<file path="config.mk">
export PLATFORM = sky130hd
export DESIGN_NAME = psg_sn76489
export DESIGN_NICKNAME = d
export VERILOG_FILES = /design/src/rtl/psg_sn76489.sv
export SDC_FILE = /design/constraint.sdc
export NUM_CORES = 1
export LEC_CHECK = 0
export CORE_ASPECT_RATIO = 1.2
export CORE_UTILIZATION = 55
export DETAILED_ROUTE_END_ITERATION = 12
export MAX_ROUTING_LAYER = met4
export PLACE_DENSITY = 0.82
export SETUP_SLACK_MARGIN = 0.1
export SLEW_MARGIN = 20
export SYNTH_ARGS = -nofsm -noshare
export SYNTH_HDL_FRONTEND = slang
export SYNTH_SLANG_ARGS = --single-unit
export TNS_END_PERCENT = 1
</file>
<file path="constraint.sdc">
create_clock -name clk -period 5 [get_ports clk]
set_input_delay 1 -clock clk [delete_from_list [all_inputs] [get_ports clk]]
set_output_delay 1 -clock clk [all_outputs]
set_load 0.03 [all_outputs]
</file>
<file path="src/rtl/psg_sn76489.sv">
// SN76489AN-compatible programmable sound generator.
// Three square-wave tone channels, one LFSR noise channel, 4-bit
// attenuation per channel and a registered digital mix for the board DAC.
// CPU writes arrive one byte per wr strobe and are applied on the edge that
// samples wr; all audio timing advances on the ce chip-clock enable.
module psg_sn76489 #(
  parameter int OUT_BITS = 10
) (
  input  logic                clk,
  input  logic                reset_n,
  input  logic                ce,
  input  logic                wr,
  input  logic [7:0]          din,
  output logic [OUT_BITS-1:0] audio_out,
  output logic [3:0]          ch_active
);

  localparam logic [14:0] LFSR_SEED = 15'h4000;

  // Attenuation code to linear amplitude; code 15 is silence.
  function automatic logic [7:0] amp_lut(input logic [3:0] att);
    logic [7:0] a;
    case (att)
      4'd0:    a = 8'd255;
      4'd1:    a = 8'd203;
      4'd2:    a = 8'd161;
      4'd3:    a = 8'd128;
      4'd4:    a = 8'd102;
      4'd5:    a = 8'd81;
      4'd6:    a = 8'd64;
      4'd7:    a = 8'd51;
      4'd8:    a = 8'd40;
      4'd9:    a = 8'd32;
      4'd10:   a = 8'd26;
      4'd11:   a = 8'd20;
      4'd12:   a = 8'd16;
      4'd13:   a = 8'd13;
      4'd14:   a = 8'd10;
      default: a = 8'd0;
    endcase
    return a;
  endfunction

  // Register file
  logic [9:0]  r_tone_per [3];
  logic [3:0]  r_atten    [4];
  logic [2:0]  r_noise_ctl;
  logic [2:0]  r_latch;

  // Timing state
  logic [3:0]  r_presc;
  logic [9:0]  r_cnt [3];
  logic [2:0]  r_sq;
  logic [6:0]  r_ncnt;
  logic        r_nsrc;
  logic        r_nsrc_prev;
  logic [14:0] r_lfsr;

  // Output registers
  logic [OUT_BITS-1:0] r_audio;
  logic [3:0]          r_active;

  // Write decode: a latch byte carries its own channel/type, a data byte
  // reuses the most recently latched channel/type.
  logic [1:0] w_chan;
  logic       w_type;
  logic       w_wr_noise;
  logic       w_tick;
  logic [6:0] w_nreload;
  logic       w_nsrc;
  logic       w_nedge;
  logic       w_nfb;
  logic [3:0] w_out;
  logic [3:0] w_act;
  logic [OUT_BITS-1:0] w_mix;

  assign w_chan     = din[7] ? din[6:5] : r_latch[2:1];
  assign w_type     = din[7] ? din[4]   : r_latch[0];
  assign w_wr_noise = wr && !w_type && (w_chan == 2'd3);

  // The prescaler divides ce by 16 to produce the tone/noise tick.
  assign w_tick = ce && (r_presc == 4'hF);

  // Rate 11 clocks the noise from tone 2; otherwise from its own divider.
  assign w_nsrc  = (r_noise_ctl[1:0] == 2'b11) ? r_sq[2] : r_nsrc;
  assign w_nedge = w_nsrc && !r_nsrc_prev;
  assign w_nfb   = r_noise_ctl[2] ? (r_lfsr[0] ^ r_lfsr[1]) : r_lfsr[0];

  assign w_out = {r_lfsr[0], r_sq[2], r_sq[1], r_sq[0]};

  // Noise divider reload value for the three fixed rates.
  always_comb begin
    w_nreload = 7'd64;
    case (r_noise_ctl[1:0])
      2'b00:   w_nreload = 7'd16;
      2'b01:   w_nreload = 7'd32;
      default: w_nreload = 7'd64;
    endcase
  end

  // Per-channel gated amplitude sum and activity flags.
  always_comb begin
    w_mix = '0;
    w_act = '0;
    for (int n = 0; n < 4; n++) begin
      if (w_out[n]) begin
        w_mix = w_mix + OUT_BITS'(amp_lut(r_atten[n]));
      end
      w_act[n] = w_out[n] && (r_atten[n] != 4'hF);
    end
  end

  // CPU register writes: latch, attenuation, tone period halves, noise control.
  always_ff @(posedge clk or negedge reset_n) begin
    if (!reset_n) begin
      r_latch     <= 3'b000;
      r_noise_ctl <= 3'b000;
      for (int n = 0; n < 3; n++) r_tone_per[n] <= 10'd0;
      for (int n = 0; n < 4; n++) r_atten[n] <= 4'hF;
    end else if (wr) begin
      if (din[7]) begin
        r_latch <= din[6:4];
      end
      if (w_type) begin
        case (w_chan)
          2'd0:    r_atten[0] <= din[3:0];
          2'd1:    r_atten[1] <= din[3:0];
          2'd2:    r_atten[2] <= din[3:0];
          default: r_atten[3] <= din[3:0];
        endcase
      end else begin
        case (w_chan)
          2'd0: begin
            if (din[7]) r_tone_per[0][3:0] <= din[3:0];
            else        r_tone_per[0][9:4] <= din[5:0];
          end
          2'd1: begin
            if (din[7]) r_tone_per[1][3:0] <= din[3:0];
            else        r_tone_per[1][9:4] <= din[5:0];
          end
          2'd2: begin
            if (din[7]) r_tone_per[2][3:0] <= din[3:0];
            else        r_tone_per[2][9:4] <= din[5:0];
          end
          default: r_noise_ctl <= din[2:0];
        endcase
      end
    end
  end

  // Free-running ce/16 prescaler.
  always_ff @(posedge clk or negedge reset_n) begin
    if (!reset_n) begin
      r_presc <= 4'd0;
    end else if (ce) begin
      r_presc <= r_presc + 4'd1;
    end
  end

  // Tone counters: reload from the period register only when the count
  // expires, so a period write never truncates the half-period in flight.
  always_ff @(posedge clk or negedge reset_n) begin
    if (!reset_n) begin
      r_sq <= 3'b000;
      for (int n = 0; n < 3; n++) r_cnt[n] <= 10'd0;
    end else if (w_tick) begin
      for (int n = 0; n < 3; n++) begin
        if (r_cnt[n] == 10'd1) begin
          r_cnt[n] <= r_tone_per[n];
          r_sq[n]  <= ~r_sq[n];
        end else begin
          r_cnt[n] <= r_cnt[n] - 10'd1;
        end
      end
    end
  end

  // Noise rate divider; a noise-control write restarts it from zero.
  always_ff @(posedge clk or negedge reset_n) begin
    if (!reset_n) begin
      r_ncnt <= 7'd0;
      r_nsrc <= 1'b0;
    end else if (w_wr_noise) begin
      r_ncnt <= 7'd0;
    end else if (w_tick && (r_noise_ctl[1:0] != 2'b11)) begin
      if (r_ncnt == 7'd1) begin
        r_ncnt <= w_nreload;
        r_nsrc <= ~r_nsrc;
      end else begin
        r_ncnt <= r_ncnt - 7'd1;
      end
    end
  end

  // LFSR shifts on each rising edge of the noise source. A control write
  // reseeds it and forces the edge detector high so that switching the
  // source cannot fabricate a spurious edge.
  always_ff @(posedge clk or negedge reset_n) begin
    if (!reset_n) begin
      r_lfsr      <= LFSR_SEED;
      r_nsrc_prev <= 1'b0;
    end else if (w_wr_noise) begin
      r_lfsr      <= LFSR_SEED;
      r_nsrc_prev <= 1'b1;
    end else begin
      r_nsrc_prev <= w_nsrc;
      if (w_nedge) begin
        r_lfsr <= {w_nfb, r_lfsr[14:1]};
      end
    end
  end

  // Registered mix and activity flags, refreshed on every chip clock.
  always_ff @(posedge clk or negedge reset_n) begin
    if (!reset_n) begin
      r_audio  <= '0;
      r_active <= 4'b0000;
    end else if (ce) begin
      r_audio  <= w_mix;
      r_active <= w_act;
    end
  end

  assign audio_out = r_audio;
  assign ch_active = r_active;

endmodule

</file>
-- Word level (Yosys, flattened, before mapping)
Memory sizes are Yosys's and may differ from the RTL's.
Index checks and enable logic that the tools add are counted.
- logic and storage cells: 114
- memories: 4
- flip-flop bits (word level): 127
- ROM bits: 512
- reduce and logical (&&, ||, !) cells: 32
- $add $sub $neg: 8
- bitwise gates (word level): 9
- eq/ne operators: 15
- mux-type cells: 21
- memory list (name ; depth ; bits a word ; read ports ; clocked after memory_dff ; wr ports ; line ; RTL):
    (no name shown) ; 16 ; 8 ; 1 ; 0 ; 0 ; 23 ; case (att)
    (no name shown) ; 16 ; 8 ; 1 ; 0 ; 0 ; 23 ;
    (no name shown) ; 16 ; 8 ; 1 ; 0 ; 0 ; 23 ;
    (no name shown) ; 16 ; 8 ; 1 ; 0 ; 0 ; 23 ;
- operator list (operator ; number):
    $mux W10 ; 6
    $mux W8 ; 4
    $add A10 B8 Y10 ; 3
    $eq A10 B1 Y1 const B ; 3
    $mux W15 ; 2
    $sub A10 B1 Y10 const B ; 3
    $reduce_and A4 Y1 ; 6
    $mux W7 ; 3
    $reduce_and A3 Y1 ; 6
    $ne A4 B4 Y1 const B ; 4
    $pmux W7 S2 ; 1
    $logic_and A1 B1 Y1 ; 9
    $not A1 Y1 ; 8
    $reduce_and A2 Y1 ; 4
    $eq A7 B1 Y1 const B ; 1
    $sub A7 B1 Y7 const B ; 1
    $eq A2 B2 Y1 const B ; 3
    $add A4 B1 Y4 const B ; 1
    $eq A2 B1 Y1 const B ; 2
    $eq A4 B4 Y1 const B ; 1
    $logic_not A2 Y1 ; 2
    $mux W1 ; 4
    $reduce_bool A2 Y1 ; 2
    $reduce_or A3 Y1 ; 1
    other kinds (4) ; 5

-- Logic depth before layout (Yosys ltp)
Gate-level depths: netlist of run 1.
An unclocked memory read counts as a cell.
- depth after elaboration: 8
- mapped depth: 25

-- Worst setup path before layout of run 1
Ideal clock, no wire load.
- path kind: flip-flop to flip-flop
- start point: reg r_atten[12] (netlist bit)
- end point: reg r_audio[8] (netlist: audio_out[8])
- path buffers: 0
- data arrival time: 5216 ps
- cell stages (with the launch flop): 23
- library setup time: 101 ps
- data required time: 4899 ps
- path slack: -316 ps
- period minus slack after synthesis: 5316 ps
- path through: dfstp_2 -> inv_1 -> ha_1 -> and2_1 -> o31a_1 -> nor2_1 -> ha_1 -> a21o_1 -> a211o_2 -> a32oi_1 -> inv_1 -> ha_1 -> a21o_1 -> a22o_1 -> or3_1 -> a32o_1 -> or2_1 -> ha_1 -> o21a_1 -> o211ai_1 -> a21o_1 -> or2_2 -> o311ai_2
- longest elaborated chain between the ends: 8
- RTL lines (item ; line ; RTL):
    start: declaration ; 46 ; logic [3:0] r_atten [4];
    $mem_v2 Z16 W8 * ; - ;
    $mux W8 * ; 106 ; if (w_out[n]) begin
    $add A10 B8 Y10 ; 107 ; w_mix = w_mix + OUT_BITS'(amp_lut(r_atten[n]));
    $mux W10 * ; 106 ;
    $add A10 B8 Y10 ; 107 ;
    $mux W10 * ; 106 ;
    $add A10 B8 Y10 ; 107 ;
    $mux W10 * ; 106 ;
    end signal: assignment ; 219 ; r_audio <= w_mix;
    end: declaration ; 60 ; logic [OUT_BITS-1:0] r_audio;
Mark *: on every way between the ends. The rest lies on a longest branch, timed or not.
A chain may end at the register's enable or synchronous reset.

-- Final worst setup path of run 1
- start point: reg r_atten[13] (netlist bit)
- end point: reg r_audio[8] (netlist: audio_out[8])
The elaborated chain is that of the path after synthesis.

==> results.sh, run 1 <==
export IMPL_status="complete, but fails checks"
export IMPL_violations="setup timing"
export IMPL_register_bit_count_reported_by_yosys=127
export IMPL_tritoncts_clock_tree="done"
export IMPL_clk_root_buffer_cell="clkbuf_16"
export IMPL_detail_route_vias_per_cell=6.037
export IMPL_fp_dieArea_um2=15360
export IMPL_global_route_overflow_total=0
export IMPL_worst_hold_path_num_cells=1
export IMPL_regToRegEndpoint="audio_out[8]$_DFFE_PN0P_"
export IMPL_cts_max_path_buffers=2
export IMPL_first_global_vias=6771
export IMPL_post_route_cells_drive_above_1_share_pct=23.22
export IMPL_ant_nets_after_route=0
export IMPL_insertedDiodeCount=0
export IMPL_fillers=1101
export IMPL_most_used_cells_in_the_layout_excluding_fill_and_tap_cells="110 x dfrtp_1, 83 x nand2_1, 72 x nor2_1"
export IMPL_fmax_mhz=197.0
export IMPL_postSynth_asyncResetShare_pct=100.0
export IMPL_cp_required_ps=5330
export IMPL_finalWorstSetupSlack_ps=-75.93
export IMPL_slowest_delay_ps=540
export IMPL_path_depth=22
export IMPL_crit_path_end="audio_out[8]$_DFFE_PN0P_"
export IMPL_crit_arrival_ps=5400
export IMPL_dr_pass1_iters=5
export IMPL_grt_start_max_net_pins=72
export IMPL_average_footprint_of_a_synthesized_cell_um2=9.389
export IMPL_timing_critical_path_max_delay_family="compound AO/OA/AOI/OAI gates"
export IMPL_tightest_slew_ps=908.0
export IMPL_synth_cells=871
export IMPL_detail_route_drc_violations=0
export IMPL_insertion_delay_ps=420
export IMPL_post_synthesis_sequential_area_ratio_pct=39.12
export IMPL_gr_usage_all_layers_pct=27.53
export IMPL_worst_r2r_setup_slack_ps=-80
export IMPL_num_nets_final=994
export IMPL_core_area_um2=14470
export IMPL_critical_path_reg2reg_startpoint="r_atten[13]$_DFFE_PN1P_"
export IMPL_synth_enable_flop_cells=0
export IMPL_final_common_cell="dfrtp_1"
export IMPL_cp_cell_sequence="inv_2 > ha_4 > and2_1 > o31a_1 > nor2_2 > ha_1 > a21o_1 > a211o_2 > a32oi_2 > inv_1 > ha_4 > a21o_1 > a22o_1 > or3_1 > a32o_2 > or2_4 > ha_4 > o21a_1 > o211ai_1 > a21o_1 > or2_2 > o311ai_2"
export IMPL_syn_nets=939
export IMPL_final_instance_count_excl_fill=1139
export IMPL_place_hpwl_um=12690
export IMPL_io_buffer_count=25
export IMPL_crit_slowest_cell="dfstp_2"
export IMPL_cp_start_kind="flip-flop"
export IMPL_antenna_violations_before_repair=0
export IMPL_finalClockSkew_ps=7.203
export IMPL_finalHoldViolations=0
export IMPL_grt_first_pass_wirelength_um=32500
export IMPL_time_the_final_worst_path_needs_with_i_o_delays_and_setup_ps=5076
export IMPL_worst_hold_slack_ps=473.3
export IMPL_dieWidth_um=113.3
export IMPL_final_period_utilization_pct=101.5
export IMPL_dr_total_vias=6876
export IMPL_drv_cap=0
export IMPL_finalSetupViolations=3
export IMPL_die_y_extent_um=135.6
export IMPL_setup_worst_path_class="flip-flop to flip-flop"
export IMPL_synth_ff_type="dfrtp_1"
export IMPL_boundaryPins=26
export IMPL_synth_area_um2=8178
export IMPL_timing_hold_worst_class="flip-flop to flip-flop"
export IMPL_max_slew_margin_pct=39.47
export IMPL_start_util_pct=56.50
export IMPL_drc_violation_total_after_the_first_tritonroute_iteration=429
export IMPL_rsz0062_at_grt="true"
export IMPL_cts_inserted_buffers=17
export IMPL_r2r_worst_path_cells=22
export IMPL_worstSetupStartpoint="r_atten[13]$_DFFE_PN1P_"
export IMPL_crit_fanout=3
export IMPL_totalWireLength_um=19360
export IMPL_area_growth_synth_to_final_pct=17.69
export IMPL_timing_final_max_slew_violations=0
export IMPL_num_rows=48
export IMPL_post_synth_num_cell_types=85
export IMPL_ys_warn_count=0
export IMPL_worst_path_buf_inv=2
export IMPL_numPlacedInstances=1095
export IMPL_htree_num_levels=4
export IMPL_place_congestion=0.8983
export IMPL_clock_transition_at_the_registers_of_the_reported_paths_ps=60
export IMPL_cts_sinks=127
export IMPL_route_detailed_wl_per_inst_um=17.00
export IMPL_timing_critical_path_to_type="flip-flop"
==> logic make-up after synthesis <==
logic type                 Yosys count  share of synthesized area [%]
AOI/OAI and AO/OA                  238                          18.82
adders and majority gates           56                          8.843
muxes                               72                          9.715
and+or+nand+nor                    278                          17.37
buffers and inverters               79                          3.886
DFF                                127                          39.12
xor gates and xnor gates            21                          2.249
==> synthesized netlist by cell type, types with 13 or more instances <==
master | number | share of area (%)
mux2i_1 | 13 | 1.6
xnor2_1 | 15 | 1.6
inv_1 | 33 | 1.5
dfstp_2 | 17 | 5.5
dfrtp_1 | 110 | 34
mux2_2 | 59 | 8.1
o21ai_0 | 58 | 3.5
nor2_1 | 73 | 3.4
clkbuf_1 | 23 | 1.1
nor3_1 | 18 | 1.1
ha_1 | 53 | 8.1
a211oi_1 | 13 | 1.2
nand3_1 | 20 | 1.2
buf_2 | 14 | 0.86
a21oi_1 | 71 | 4.3
nand2_1 | 84 | 3.9
==> worst reg2reg max path, stage by stage (launching register included) <==
cell	delay, ps
dfstp_2	540
inv_2	50
ha_4	230
and2_1	150
o31a_1	270
nor2_2	160
ha_1	270
a21o_1	170
a211o_2	330
a32oi_2	160
inv_1	90
ha_4	220
a21o_1	150
a22o_1	220
or3_1	320
a32o_2	260
or2_4	240
ha_4	260
o21a_1	130
o211ai_1	100
a21o_1	170
or2_2	280
o311ai_2	210
==> through the flow <==
step                      setup TNS, ps  cell area, um^2  util, %  setup slack (ps)
after CTS                        -81.37             9555    66.02            -44.43
after global placement           -6.214             8852    61.16            -6.214
after floorplan                  -76.44             8220        -            -76.44
final                            -193.7             9624    66.49            -75.93
after detailed placement         -312.2             8852    61.16            -118.4
after global routing              -1090             9624    66.49            -290.7
==> final cells by class <==
type                            count  area (um^2)  share of cell area, %
Sequential cell                   127         3199                  33.24
Clock inverter                     12        112.6                  1.170
Timing Repair Buffer               80        660.6                  6.864
Clock buffer                       20        456.7                  4.745
Tap cell                          200        250.2                  2.600
Multi-Input combinational cell    665         4813                  50.01
Inverter                           35        131.4                  1.365
==> how the worst min path moves through the flow <==
stage,startpoint,end
2_1_floorplan,r_nsrc$_DFFE_PN0P_,r_nsrc$_DFFE_PN0P_
3_3_place_gp,r_nsrc$_DFFE_PN0P_,r_nsrc$_DFFE_PN0P_
3_5_place_dp,r_nsrc$_DFFE_PN0P_,r_nsrc$_DFFE_PN0P_
4_1_cts,r_nsrc$_DFFE_PN0P_,r_nsrc$_DFFE_PN0P_
5_1_grt,audio_out[8]$_DFFE_PN0P_,audio_out[8]$_DFFE_PN0P_
6_report,r_nsrc$_DFFE_PN0P_,r_nsrc$_DFFE_PN0P_
==> registers in the layout, indices dropped and copies added, names as in the netlist <==
| register | count |
|---|---|
| r_atten | 16 |
| ch_active | 4 |
| r_sq | 3 |
| r_ncnt | 7 |
| r_cnt | 30 |
| r_latch | 3 |
| r_tone_per | 30 |
| r_nsrc_prev | 1 |
| r_lfsr | 15 |
| r_presc | 4 |
| r_noise_ctl | 3 |
| audio_out | 10 |
| r_nsrc | 1 |
==> what timing repair did <==
item / CTS / global route
setup endpoints to repair: 4 / 6
gates resized for setup: 13 / 14
pin swaps: 8 / 6
setup buffers: 9 / 3
hold buffers: 0 / 0
==> layer usage <==
metal	track usage (%)	share of wire, %	up-vias
met3	5.503	5.1	59
met5	-	0	-
met1	31.40	41	3303
met4	10.60	2.8	0
li1	-	-	3270
met2	47.65	51	244
Power of run 1 is not shown: default switching activity piles up to over one toggle a cycle in this logic, so the estimate is an artifact.
==> run 2, diff against run 1 <==
--- a/config.mk
+++ b/config.mk
@@ -10,6 +10,7 @@
 export DETAILED_ROUTE_END_ITERATION = 12
 export MAX_ROUTING_LAYER = met4
 export PLACE_DENSITY = 0.82
+export REMOVE_ABC_BUFFERS = 1
 export SETUP_SLACK_MARGIN = 0.1
 export SLEW_MARGIN = 20
 export SYNTH_ARGS = -nofsm -noshare
==> run 2 against run 1 <==
Effect of this change:
- non-clock buffer count grew 15
- register-to-register slack got worse by 170 ps
- critical path depth increased by 1
- first-iteration DRC count rose by 49%
- die area unchanged
- global-route usage is 0.85 points lower
- core utilization increased by 1.6 points
- the flow still finishes with violations (setup timing)
- clock-buffer cell count decreased by 2
- final cell count rose by 1.3%
==> results.sh, run 2 (same netlist as run 1, synthesis figures left out) <==
export IMPL_finalSetupTns_ps=-733.2
export IMPL_timing_critical_path_max_delay_family="compound AO/OA/AOI/OAI gates"
export IMPL_crit_fanout=5
export IMPL_num_rows=48
export IMPL_io_buffer_count=25
export IMPL_start_util_pct=56.50
export IMPL_finalHoldViolations=0
export IMPL_gr_usage_all_layers_pct=26.68
export IMPL_critical_path_reg2reg_startpoint="r_atten[12]$_DFFE_PN1P_"
export IMPL_drc_violation_total_after_the_first_tritonroute_iteration=638
export IMPL_cts_inserted_buffers=17
export IMPL_tritoncts_clock_tree="done"
export IMPL_violations="setup timing"
export IMPL_insertion_delay_ps=430
export IMPL_post_route_cells_drive_above_1_share_pct=25.47
export IMPL_setup_worst_path_class="flip-flop to flip-flop"
export IMPL_clk_root_buffer_cell="clkbuf_16"
export IMPL_r2r_worst_path_cells=23
export IMPL_boundaryPins=26
export IMPL_insertedDiodeCount=0
export IMPL_crit_arrival_ps=5580
export IMPL_final_instance_count_excl_fill=1154
export IMPL_regToRegEndpoint="audio_out[8]$_DFFE_PN0P_"
export IMPL_dieWidth_um=113.3
export IMPL_worstSetupStartpoint="r_atten[12]$_DFFE_PN1P_"
export IMPL_post_cts_hold_buffer_count=0
export IMPL_cts_sinks=127
export IMPL_num_nets_final=1009
export IMPL_rsz0062_at_grt="true"
export IMPL_worst_hold_path_num_cells=1
export IMPL_cp_start_kind="flip-flop"
export IMPL_global_route_overflow_total=0
export IMPL_status="complete, but fails checks"
export IMPL_detail_route_vias_per_cell=5.990
export IMPL_final_period_utilization_pct=104.9
export IMPL_area_growth_synth_to_final_pct=20.46
export IMPL_finalWorstSetupSlack_ps=-245.4
export IMPL_crit_slowest_cell="dfstp_2"
export IMPL_first_global_vias=6554
export IMPL_antenna_violations_before_repair=0
export IMPL_final_common_cell="dfrtp_1"
export IMPL_max_slew_margin_pct=30.96
export IMPL_timing_final_max_slew_violations=0
export IMPL_hold_path_startpoint="r_nsrc$_DFFE_PN0P_"
export IMPL_slowest_delay_ps=530
export IMPL_place_hpwl_um=12970
export IMPL_tightest_slew_ps=1036
export IMPL_place_congestion=0.8853
export IMPL_ant_nets_after_route=0
export IMPL_core_area_um2=14470
export IMPL_numPlacedInstances=1118
export IMPL_most_used_cells_in_the_layout_excluding_fill_and_tap_cells="110 x dfrtp_1, 83 x nand2_1, 72 x nor2_1"
export IMPL_dr_pass1_iters=6
export IMPL_dr_total_vias=6913
export IMPL_finalSetupViolations=5
export IMPL_finalClockSkew_ps=10.67
export IMPL_drv_cap=0
export IMPL_time_the_final_worst_path_needs_with_i_o_delays_and_setup_ps=5245
export IMPL_grt_start_max_net_pins=73
export IMPL_route_detailed_wl_per_inst_um=16.71
export IMPL_cp_cell_sequence="buf_4 > ha_1 > nor3_1 > nor2_1 > nor2_1 > ha_2 > fa_2 > a21o_1 > a21oi_2 > xnor2_1 > mux2_4 > ha_4 > and3_1 > a22o_1 > or3_1 > a32o_2 > or2_4 > ha_4 > o21a_1 > o211ai_1 > a21o_1 > or2_4 > o311ai_4"
export IMPL_cts_max_path_buffers=2
export IMPL_detail_route_drc_violations=0
export IMPL_worst_path_buf_inv=1
export IMPL_worst_r2r_setup_slack_ps=-250
export IMPL_fp_dieArea_um2=15360
export IMPL_die_y_extent_um=135.6
export IMPL_grt_first_pass_wirelength_um=31390
export IMPL_totalWireLength_um=19280
export IMPL_hold_path_end="r_nsrc$_DFFE_PN0P_"
export IMPL_fmax_mhz=190.6
export IMPL_timing_critical_path_to_type="flip-flop"
export IMPL_cp_required_ps=5330
export IMPL_timing_hold_worst_class="flip-flop to flip-flop"
export IMPL_htree_num_levels=4
export IMPL_layout_top_registers="r_cnt (30), r_tone_per (30), r_atten (16)"
export IMPL_clock_transition_at_the_registers_of_the_reported_paths_ps=60
run 2: changes by cell type in the layout (fill, tap and decap cells not counted), moves of 3 or more:
cell	before	now
ha_1	46	42
clkinvlp_4	8	4
clkinv_2	1	4
buf_6	0	3
o21ai_0	53	56
buf_4	56	68
ha_4	5	8
o21ai_1	8	4
run 2: stage by stage:
step           util, %  cell area, um^2  hold slack (ps)  setup slack, ps
4_1_cts          66.90             9683            477.0           -164.5
3_3_place_gp     62.08             8985            461.6           -174.1
2_1_floorplan        -             7991            445.5           -316.3
6_report         68.06             9851            475.5           -245.4
3_5_place_dp     62.08             8985            466.5           -331.0
5_1_grt          68.06             9851            502.2           -429.3
run 2: worst max-delay path by stage:
stage                                          end  slack (ps)  cells after the start
after floorplan           audio_out[8]$_DFFE_PN0P_        -320                     22
after global placement    audio_out[9]$_DFFE_PN0P_        -170                     23
after detailed placement  audio_out[7]$_DFFE_PN0P_        -330                     23
after CTS                 audio_out[8]$_DFFE_PN0P_        -160                     22
after global routing      audio_out[8]$_DFFE_PN0P_        -430                     25
final                     audio_out[8]$_DFFE_PN0P_        -250                     23
run 2: worst reg2reg max path: cells and delay by family, from the launching register on:
kind	cells	cell delay (ps)
compound gates	8	1510
simple gates	7	1330
fa+ha+maj	5	1240
flops	1	530
mux	1	290
buf+inv	1	150
xor+xnor	1	100
run 2: per-layer routing:
metal | GRT usage [%] | part of all wire, % | up-vias
met5 | - | 0 | -
met4 | 12.35 | 3.1 | 0
met3 | 3.624 | 3.5 | 55
met2 | 44.38 | 51 | 193
met1 | 32.27 | 42 | 3357
li1 | - | - | 3308
run 2: cell type report:
type                       instances  area (um^2)
clock inverter                    14        145.1
timing repair buffer              95        784.5
tap                              200        250.2
clock buffer                      18        429.2
sequential                       127         3199
fill                            1045         4623
multi-input combinational        665         4911
inverter                          35        131.4
run 2: timing repair:
action / 4_1_cts / 5_1_grt
buffers inserted: 2 / 2
pin swaps: 26 / 23
hold endpoints to repair: 0 / 0
gates resized for setup: 22 / 30
endpoints found under the setup margin: 5 / 6
Power of run 2 is left out for the same reason.
